**src/rtl/snake_pkg.sv**
```systemverilog
// snake_pkg: grid geometry, cell types and apple placer state encoding
// shared by the snake game datapath.
package snake_pkg;

  typedef logic [3:0] coord_t;

  typedef struct packed {
    coord_t x;
    coord_t y;
  } cell_t;

  localparam int GRID_X_MAX = 13;
  localparam int GRID_Y_MAX = 13;
  localparam int MAX_LEN    = 50;

  typedef enum logic [2:0] {
    S_IDLE,
    S_DRAW,
    S_SCAN,
    S_DONE,
    S_FAIL
  } rand_st_e;

endpackage

```
**src/rtl/apple_rand_gen_lfsr16.sv**
```systemverilog
// lfsr16: free-running 16-bit Fibonacci LFSR (taps 16,14,13,11)
// with seed load; a zero seed falls back to SEED.
module lfsr16 #(
  parameter logic [15:0] SEED = 16'hACE1
) (
  input  logic        clk,
  input  logic        reset,
  input  logic        s_reset,
  input  logic        load,
  input  logic [15:0] seed,
  output logic [15:0] q
);

  logic [15:0] l_q;
  logic [15:0] l_d;
  logic        fb;

  assign fb = l_q[15] ^ l_q[13] ^ l_q[12] ^ l_q[10];
  assign q  = l_q;

  always_comb begin
    l_d = {l_q[14:0], fb};
    if (load) begin
      l_d = (seed == 16'h0000) ? SEED : seed;
    end
  end

  always_ff @(posedge clk or negedge reset) begin
    if (!reset) begin
      l_q <= SEED;
    end else if (s_reset) begin
      l_q <= SEED;
    end else begin
      l_q <= l_d;
    end
  end

endmodule

```
**src/rtl/apple_rand_gen.sv**
```systemverilog
// apple_rand_gen: draws apple cells from an LFSR, rejects off-grid or
// body-occupied candidates and publishes the survivor with a valid pulse.
module apple_rand_gen
  import snake_pkg::*;
#(
  parameter int          MAX_LEN   = snake_pkg::MAX_LEN,
  parameter int          X_MAX     = GRID_X_MAX,
  parameter int          Y_MAX     = GRID_Y_MAX,
  parameter logic [15:0] SEED      = 16'hACE1,
  parameter int          MAX_TRIES = 255,
  localparam int         LW        = $clog2(MAX_LEN + 1),
  localparam int         TW        = $clog2(MAX_TRIES + 1)
) (
  input  logic                    clk,
  input  logic                    reset,
  input  logic                    s_reset,
  input  logic                    goodColl,
  input  logic [LW-1:0]           body_len,
  input  logic [MAX_LEN-1:0][7:0] body,
  input  logic                    lfsr_load,
  input  logic [15:0]             lfsr_seed,
  output logic [3:0]              randX,
  output logic [3:0]              randY,
  output logic                    rand_valid,
  output logic                    busy,
  output logic                    no_space
);

  localparam coord_t         XM   = coord_t'(X_MAX);
  localparam coord_t         YM   = coord_t'(Y_MAX);
  localparam logic [TW-1:0]  TMAX = TW'(MAX_TRIES);

  rand_st_e      state_q;
  cell_t         cand_q;
  logic [LW-1:0] idx_q;
  logic [TW-1:0] tries_q;
  logic [TW-1:0] tries_d;
  coord_t        randx_q;
  coord_t        randy_q;
  logic          valid_q;
  logic          nospace_q;

  logic [15:0]   lfsr_q;
  logic          lfsr_unused;
  cell_t         cand;
  logic          off_grid;
  logic          hit;
  logic          last;

  lfsr16 #(
    .SEED(SEED)
  ) u_lfsr (
    .clk    (clk),
    .reset  (reset),
    .s_reset(s_reset),
    .load   (lfsr_load),
    .seed   (lfsr_seed),
    .q      (lfsr_q)
  );

  assign lfsr_unused = ^lfsr_q[15:8];
  assign cand        = cell_t'(lfsr_q[7:0]);
  assign off_grid    = (cand.x > XM) || (cand.y > YM);
  assign tries_d     = tries_q + 1'b1;
  assign hit         = cell_t'(body[idx_q]) == cand_q;
  assign last        = idx_q == (body_len - 1'b1);

  // Outputs are loaded on entry to DONE so they are valid during it.
  always_ff @(posedge clk or negedge reset) begin
    if (!reset) begin
      state_q   <= S_DRAW;
      cand_q    <= '0;
      idx_q     <= '0;
      tries_q   <= '0;
      randx_q   <= '0;
      randy_q   <= '0;
      valid_q   <= 1'b0;
      nospace_q <= 1'b0;
    end else if (s_reset) begin
      state_q   <= S_DRAW;
      cand_q    <= '0;
      idx_q     <= '0;
      tries_q   <= '0;
      randx_q   <= '0;
      randy_q   <= '0;
      valid_q   <= 1'b0;
      nospace_q <= 1'b0;
    end else begin
      valid_q <= 1'b0;
      unique case (state_q)
        S_IDLE: begin
          if (goodColl) begin
            state_q <= S_DRAW;
            tries_q <= '0;
          end
        end
        S_DRAW: begin
          cand_q  <= cand;
          tries_q <= tries_d;
          if (tries_d == TMAX) begin
            state_q   <= S_FAIL;
            nospace_q <= 1'b1;
          end else if (off_grid) begin
            state_q <= S_DRAW;
          end else if (body_len == '0) begin
            state_q   <= S_DONE;
            randx_q   <= cand.x;
            randy_q   <= cand.y;
            valid_q   <= 1'b1;
            nospace_q <= 1'b0;
          end else begin
            state_q <= S_SCAN;
            idx_q   <= '0;
          end
        end
        S_SCAN: begin
          if (hit) begin
            state_q <= S_DRAW;
          end else if (last) begin
            state_q   <= S_DONE;
            randx_q   <= cand_q.x;
            randy_q   <= cand_q.y;
            valid_q   <= 1'b1;
            nospace_q <= 1'b0;
          end else begin
            idx_q <= idx_q + 1'b1;
          end
        end
        S_DONE:  state_q <= S_IDLE;
        S_FAIL:  state_q <= S_IDLE;
        default: state_q <= S_IDLE;
      endcase
    end
  end

  assign randX      = randx_q;
  assign randY      = randy_q;
  assign rand_valid = valid_q;
  assign no_space   = nospace_q;
  assign busy       = state_q != S_IDLE;

endmodule
```
**config.mk**
```make
export PLATFORM = sky130hd
export DESIGN_NAME = apple_rand_gen
export DESIGN_NICKNAME = d
export VERILOG_FILES = /design/src/rtl/snake_pkg.sv /design/src/rtl/apple_rand_gen_lfsr16.sv /design/src/rtl/apple_rand_gen.sv
export SDC_FILE = /design/constraint.sdc
export NUM_CORES = 1
export LEC_CHECK = 0
export BUFFER_PORTS_ARGS = -buffer_cell sky130_fd_sc_hd__buf_2
export CELL_PAD_IN_SITES_DETAIL_PLACEMENT = 1
export CELL_PAD_IN_SITES_GLOBAL_PLACEMENT = 2
export CORE_UTILIZATION = 23
export DETAILED_ROUTE_END_ITERATION = 8
export GPL_TIMING_DRIVEN = 0
export PLACE_DENSITY_LB_ADDON = 0.1
export SLEW_MARGIN = 20
export SYNTH_ARGS = -nofsm -noshare
export SYNTH_HDL_FRONTEND = slang
export SYNTH_HIERARCHICAL = 1
export SYNTH_SLANG_ARGS = --single-unit
```
**constraint.sdc**
```tcl
create_clock -name clk -period 3.6 [get_ports clk]
set_input_delay 0.18 -clock clk [delete_from_list [all_inputs] [get_ports clk]]
set_output_delay 0.18 -clock clk [all_outputs]
set_load 0.02 [all_outputs]
```
==> results of run 1 <==
-- stage by stage --
step	util, %	worst slack [ns]	setup TNS [ns]	cell area, um^2
after floorplan	-	0.4625	0	6381
after global placement	33.30	-0.8244	-11.83	9024
after detailed placement	33.32	-0.7715	-11.03	9031
after CTS	35.06	0.004180	0	9503
after global routing	36.51	-0.04033	-0.3542	9894
final	36.53	0.08363	0	9899
-- final timing paths --
| path | from | to | slack, ns | cells past startpoint |
|---|---|---|---|---|
| min reg2reg | u_lfsr/q[9] | u_lfsr/q[10] | 0.46 | 1 |
| max | idx_q[0] | randY[1] | 0.08 | 11 |
| max in group asynchronous | reset | idx_q[2] | 2.62 | 2 |
| min in group asynchronous | reset | tries_q[4] | 0.46 | 2 |
| min | s_reset | u_lfsr/q[12] | 0.08 | 2 |
| max reg2reg | idx_q[0] | randY[1] | 0.08 | 11 |
-- worst reg2reg max path: stages, from the launching register on --
cell,delay (ns)
sky130_fd_sc_hd__dfrtp_1,0.42
sky130_fd_sc_hd__buf_12,0.18
sky130_fd_sc_hd__buf_4,0.17
sky130_fd_sc_hd__mux4_2,0.49
sky130_fd_sc_hd__mux2_2,0.32
sky130_fd_sc_hd__a2111oi_4,0.45
sky130_fd_sc_hd__a311oi_2,0.12
sky130_fd_sc_hd__xnor2_1,0.18
sky130_fd_sc_hd__nand4_1,0.22
sky130_fd_sc_hd__or3_4,0.42
sky130_fd_sc_hd__o211ai_4,0.28
sky130_fd_sc_hd__a22o_1,0.21
-- cells by family after synthesis --
kind of cell,Yosys count,share of synthesized area (%)
flops,51,20.18
xor+xnor,18,2.471
compound gates,140,16.39
fa+ha+maj,4,0.7843
mux,152,38.25
simple gates,213,16.80
buf+inv,56,5.118
-- layout by cell type (no fill, tap or decap), drive strengths merged, types with 4 or more instances in the layout --
cell type    n
o22ai        9
mux2i       65
o2111ai      6
mux2        15
clkbuf      25
nor2        39
buf        489
diode        4
dfstp        9
nand4        8
and2         5
o211ai       5
a221oi       4
a211oi       5
nand2b       9
o22a        10
nor3b        4
a31oi        5
nor2b        9
a21oi       23
a22o        12
nor3        17
nor4         6
nand2       67
o21ai       22
nand3       23
mux4        72
or3          5
xnor2        9
a22oi        6
xor2         9
dfrtp       42
ha           4
inv          7
or2          4
-- routing by layer --
layer  vias to the layer above  global-route usage [%]  routed length (um)
met5                         -                       0                   0
met4                         0                   5.059                 614
met3                        39                   2.502                1974
met2                       275                   49.68               20570
met1                      3955                   35.72               16970
li1                       3478                       -                   -
-- registers in the layout, indices dropped and copies added (netlist names), 3 cells and up --
signal    cells
idx_q         6
cand_q        8
randX         4
u_lfsr/q     16
state_q       3
tries_q       8
randY         4
-- timing repair --
item,4_1_cts,5_1_grt
setup endpoints to repair,18,17
pin swaps,10,13
hold buffers,1,0
gates cloned,0,2
hold endpoints to repair,42,0
resized for setup,61,54
setup buffers,10,14
-- power breakdown --
part / total, mW / switching, mW / leakage [nW] / internal (mW)
combinational: 0.842 / 0.392 / 3.54 / 0.450
clock: 0.511 / 0.246 / 0.0748 / 0.265
sequential: 0.659 / 0.0448 / 0.663 / 0.614
total: 2.01 / 0.683 / 4.28 / 1.33
-- cell type report --
class	instances	area share [%]
sequential	51	13.02
timing repair buffer	462	24.77
inverter	6	0.2275
clock inverter	3	0.2654
buffer	48	5.359
antenna	4	0.1011
tap	372	4.702
multi-input combinational	527	50.29
clock buffer	5	1.264
==> flow_metrics.env, run 1 <==
export IMPL_criticalPathCategory="register to register"
export IMPL_clock_skew_ns=0.005285
export IMPL_path_cells="buf_12, buf_4, mux4_2, mux2_2, a2111oi_4, a311oi_2, xnor2_1, nand4_1, or3_4, o211ai_4, a22o_1"
export IMPL_ys_seq_area_share_pct=20.18
export IMPL_timing_final_hold_violations=0
export IMPL_synth_area_leaders="sky130_fd_sc_hd__mux4_2, sky130_fd_sc_hd__dfrtp_1, sky130_fd_sc_hd__mux2i_1, sky130_fd_sc_hd__nand2_1, sky130_fd_sc_hd__dfstp_2"
export IMPL_die_w_um=168.6
export IMPL_report_final_slew_viol_count=0
export IMPL_worstPathMaxFanout=8
export IMPL_synthDominantAreaCellType="sky130_fd_sc_hd__mux4_2"
export IMPL_antenna_found_initial=7
export IMPL_worst_stage_delay_on_the_critical_path_ns=0.49
export IMPL_synthTopCellsByCount="sky130_fd_sc_hd__mux4_2, sky130_fd_sc_hd__nand2_1, sky130_fd_sc_hd__mux2i_1"
export IMPL_mappedNetlistNets=1065
export IMPL_status="finished, final reports clean"
export IMPL_synth_cell_area_um2=6381
export IMPL_totalWireLength_um=40130
export IMPL_worstPathBufferInverterCount=2
export IMPL_drv_max_cap_violation_count=0
export IMPL_grt_pass1_wl_um=56300
export IMPL_gp_routability_congestion=0.9541
export IMPL_final_setup_viol_count=0
export IMPL_die_area_um2=28410
export IMPL_grt_start_max_net_pins=52
export IMPL_core_area_um2=27100
export IMPL_layout_nets=1532
export IMPL_synthMostInstantiatedCell="sky130_fd_sc_hd__mux4_2"
export IMPL_cp_end_kind="register"
export IMPL_tritoncts="built"
export IMPL_cts_buffer_depth=2
export IMPL_cts_root_buf="sky130_fd_sc_hd__clkbuf_16"
export IMPL_clk_pin_slew_worst_paths_ns=0.08
export IMPL_holdWs_ns=0.08176
export IMPL_post_synth_top_area_fraction_pct=25.41
export IMPL_layout_drive_gt1_share_pct=59.17
export IMPL_max_vdd_ir_drop_mv=0.2220
export IMPL_portBuffers=435
export IMPL_worstPathRequired_ns=3.84
export IMPL_final_fill_count=3249
export IMPL_first_global_vias=8083
export IMPL_dr_vias=7747
export IMPL_rows=60
export IMPL_fp_dieH_um=168.6
export IMPL_post_synth_cell_area_avg_um2=10.06
export IMPL_cts_htree_levels=2
export IMPL_post_route_drc_count=0
export IMPL_area_delta_synth_final_pct=55.14
export IMPL_numPlacedInstances=1441
export IMPL_max_freq_mhz=284.4
export IMPL_design_portCount=438
export IMPL_postSynth_asyncResetShare_pct=100.0
export IMPL_tightest_slew_ns=0.8740
export IMPL_post_synth_edffs=0
export IMPL_synth_flop_cell="sky130_fd_sc_hd__dfrtp_1"
export IMPL_hpwlAfterDp_um=33000
export IMPL_ff_latch_area_um2=1289
export IMPL_worstSkewPairLatency_ns=0.30
export IMPL_power_per_cell_area_nw_per_um2=203.2
export IMPL_maxSlewHeadroom_pct=41.48
export IMPL_clkSinkCount=51
export IMPL_total_power_mw=2.012
export IMPL_leakage_power_summed_over_all_cells_nw=4.275
export IMPL_ant_nets=0
export IMPL_drt_initial_drc_count=452
export IMPL_num_cts_buffers=5
export IMPL_yosysWarningCount=6
export IMPL_critical_path_top_delay_family="compound AO/OA/AOI/OAI gates"
export IMPL_drtPass1Iterations=5
export IMPL_min_period_over_period_pct=97.68
export IMPL_synthDistinctLibCells=81
export IMPL_start_util_pct=23.55
export IMPL_gr_total_overflow=0
export IMPL_timing_hold_worst_class="input port to register"
export IMPL_routedWlPerCell_um=27.15
export IMPL_timing_final_crit_period_ns=3.516
export IMPL_crit_path_start_kind="register"
export IMPL_synth_cells=634
export IMPL_final_instance_count_excl_fill=1478
export IMPL_multi_input_comb_area_um2=4979
export IMPL_grt_util_all_layers_pct=27.48
export IMPL_timing_critical_path_slowest_stage_cell="sky130_fd_sc_hd__mux4_2"
export IMPL_arrival_ns=3.76
export IMPL_ys_seq_elements=51
export IMPL_via_per_inst=5.242
Power figures use the tool's default switching activity.
==> inputs of run 2 (changes only) <==
CAP_MARGIN = 30   (was default)
GPL_TIMING_DRIVEN = default   (was 0)
REMOVE_ABC_BUFFERS = 1   (was default)
==> flow_metrics.env, run 2 (synthesis results as in run 1) <==
export IMPL_portBuffers=437
export IMPL_largest_register_ffs=16
export IMPL_layout_drive_gt1_share_pct=58.51
export IMPL_clock_skew_ns=0.008207
export IMPL_register_to_register_path_setup_slack_ns=0.06
export IMPL_rows=60
export IMPL_clkSinkCount=51
export IMPL_dr_vias=7497
export IMPL_final_setup_viol_count=0
export IMPL_layout_commonest_cell="sky130_fd_sc_hd__buf_2"
export IMPL_die_area_um2=28410
export IMPL_power_per_cell_area_nw_per_um2=207.0
export IMPL_worst_stage_delay_on_the_critical_path_ns=0.57
export IMPL_clk_pin_slew_worst_paths_ns=0.08
export IMPL_start_util_pct=23.55
export IMPL_via_per_inst=5.052
export IMPL_tritoncts="built"
export IMPL_routedWlPerCell_um=24.04
export IMPL_area_delta_synth_final_pct=54.76
export IMPL_layout_nets=1534
export IMPL_criticalPathCategory="register to register"
export IMPL_leakage_power_summed_over_all_cells_nw=4.271
export IMPL_cts_root_buf="sky130_fd_sc_hd__clkbuf_16"
export IMPL_worstPathRequired_ns=3.83
export IMPL_mostFrequentLayoutCells="sky130_fd_sc_hd__buf_2, sky130_fd_sc_hd__mux4_2, sky130_fd_sc_hd__nand2_1"
export IMPL_tightest_slew_ns=0.8437
export IMPL_gp_routability_congestion=0.9093
export IMPL_die_w_um=168.6
export IMPL_fp_dieH_um=168.6
export IMPL_cts_buffer_depth=2
export IMPL_cp_end_kind="register"
export IMPL_maxSlewHeadroom_pct=43.42
export IMPL_grt_util_all_layers_pct=24.60
export IMPL_gr_total_overflow=0
export IMPL_unrepaired_setup_endpoints_after_global_routing="true"
export IMPL_design_portCount=438
export IMPL_pre_cts_ws_ns=-0.02565
export IMPL_path_cells="buf_12, mux4_2, mux2_2, a2111oi_2, a311oi_2, xnor2_1, nand4_1, buf_4, or3_4, o211ai_4, a22o_1"
export IMPL_hpwlAfterDp_um=30070
export IMPL_crit_path_start_kind="register"
export IMPL_worstSkewPairLatency_ns=0.30
export IMPL_core_area_um2=27100
export IMPL_max_freq_mhz=282.2
export IMPL_post_route_drc_count=0
export IMPL_cts_htree_levels=2
export IMPL_ant_nets=0
export IMPL_grt_start_max_net_pins=40
export IMPL_first_global_vias=8232
export IMPL_max_vdd_ir_drop_mv=0.1654
export IMPL_timing_critical_path_slowest_stage_cell="sky130_fd_sc_hd__dfrtp_4"
export IMPL_num_cts_buffers=5
export IMPL_drt_initial_drc_count=310
export IMPL_timing_final_hold_violations=0
export IMPL_total_power_mw=2.044
export IMPL_drtPass1Iterations=4
export IMPL_antenna_found_initial=11
export IMPL_timing_final_crit_period_ns=3.544
export IMPL_status="finished, final reports clean"
export IMPL_drv_max_cap_violation_count=0
export IMPL_final_critical_path_setup_slack_ns=0.05595
export IMPL_report_final_slew_viol_count=0
export IMPL_totalWireLength_um=35680
export IMPL_min_period_over_period_pct=98.45
export IMPL_grt_pass1_wl_um=51520
export IMPL_timing_hold_worst_class="input port to register"
export IMPL_worstPathMaxFanout=8
export IMPL_arrival_ns=3.78
[run 2: where the power goes]
group          switching, mW  internal (mW)  total (mW)
logic                  0.376          0.448       0.824
clock network          0.225          0.329       0.554
registers             0.0510          0.615       0.666
total                  0.653           1.39        2.04
[run 2: path summary, 6_finish.rpt]
path	endpoint	depth (start not counted)	startpoint
max	randY[2]	11	idx_q[0]
max reg2reg	randY[2]	11	idx_q[0]
max in group asynchronous	u_lfsr/q[13]	4	reset
min	u_lfsr/q[15]	2	lfsr_seed[15]
min in group asynchronous	randX[1]	2	reset
min reg2reg	u_lfsr/q[10]	1	u_lfsr/q[9]
[run 2: timing repair]
item	in CTS	in global routing
gates resized for setup	1	29
cloned	0	4
endpoints found under the hold margin	0	7
setup endpoints to repair	8	16
setup buffers	2	23
pin swaps	0	17
hold buffers	0	1
[run 2: area by class of cell]
type | count | area (um^2)
Fill cell | 3222 | 17230
Clock buffer | 6 | 128.9
Sequential cell | 51 | 1300
Multi-Input combinational cell | 527 | 4877
Inverter | 6 | 22.52
Tap cell | 372 | 465.4
Antenna cell | 8 | 20.02
Timing Repair Buffer | 512 | 3024
Clock inverter | 2 | 37.54
[run 2: critical path, delay by kind of cell, from the launching register on]
family,cells,cell delay [ns]
AO/OA/AOI/OAI,4,1.07
XOR/XNOR,1,0.17
buffers and inverters,2,0.35
flip-flops,1,0.57
multiplexers,2,0.77
AND/OR/NAND/NOR,2,0.54
[run 2: per-layer routing]
metal,up-vias,track usage [%],wire length [um]
met1,3658,30.20,15030
met4,8,6.482,638
met3,33,4.466,1972
li1,3500,-,-
met2,298,44.06,17980
met5,-,0,56
[run 2: stage by stage]
stage          util (%)  setup TNS, ns  area (um^2)  instances  hold WS (ns)
6_report          36.44              0         9876       1484        0.1376
5_1_grt           36.42        -0.4755         9871       1482        0.1385
4_1_cts           34.56              0         9366       1447       0.05312
3_5_place_dp      33.82        -0.1336         9165       1437        0.3762
3_3_place_gp      33.82              0         9165       1437        0.3586
2_1_floorplan         -         -58.79         6077        584       -0.1156
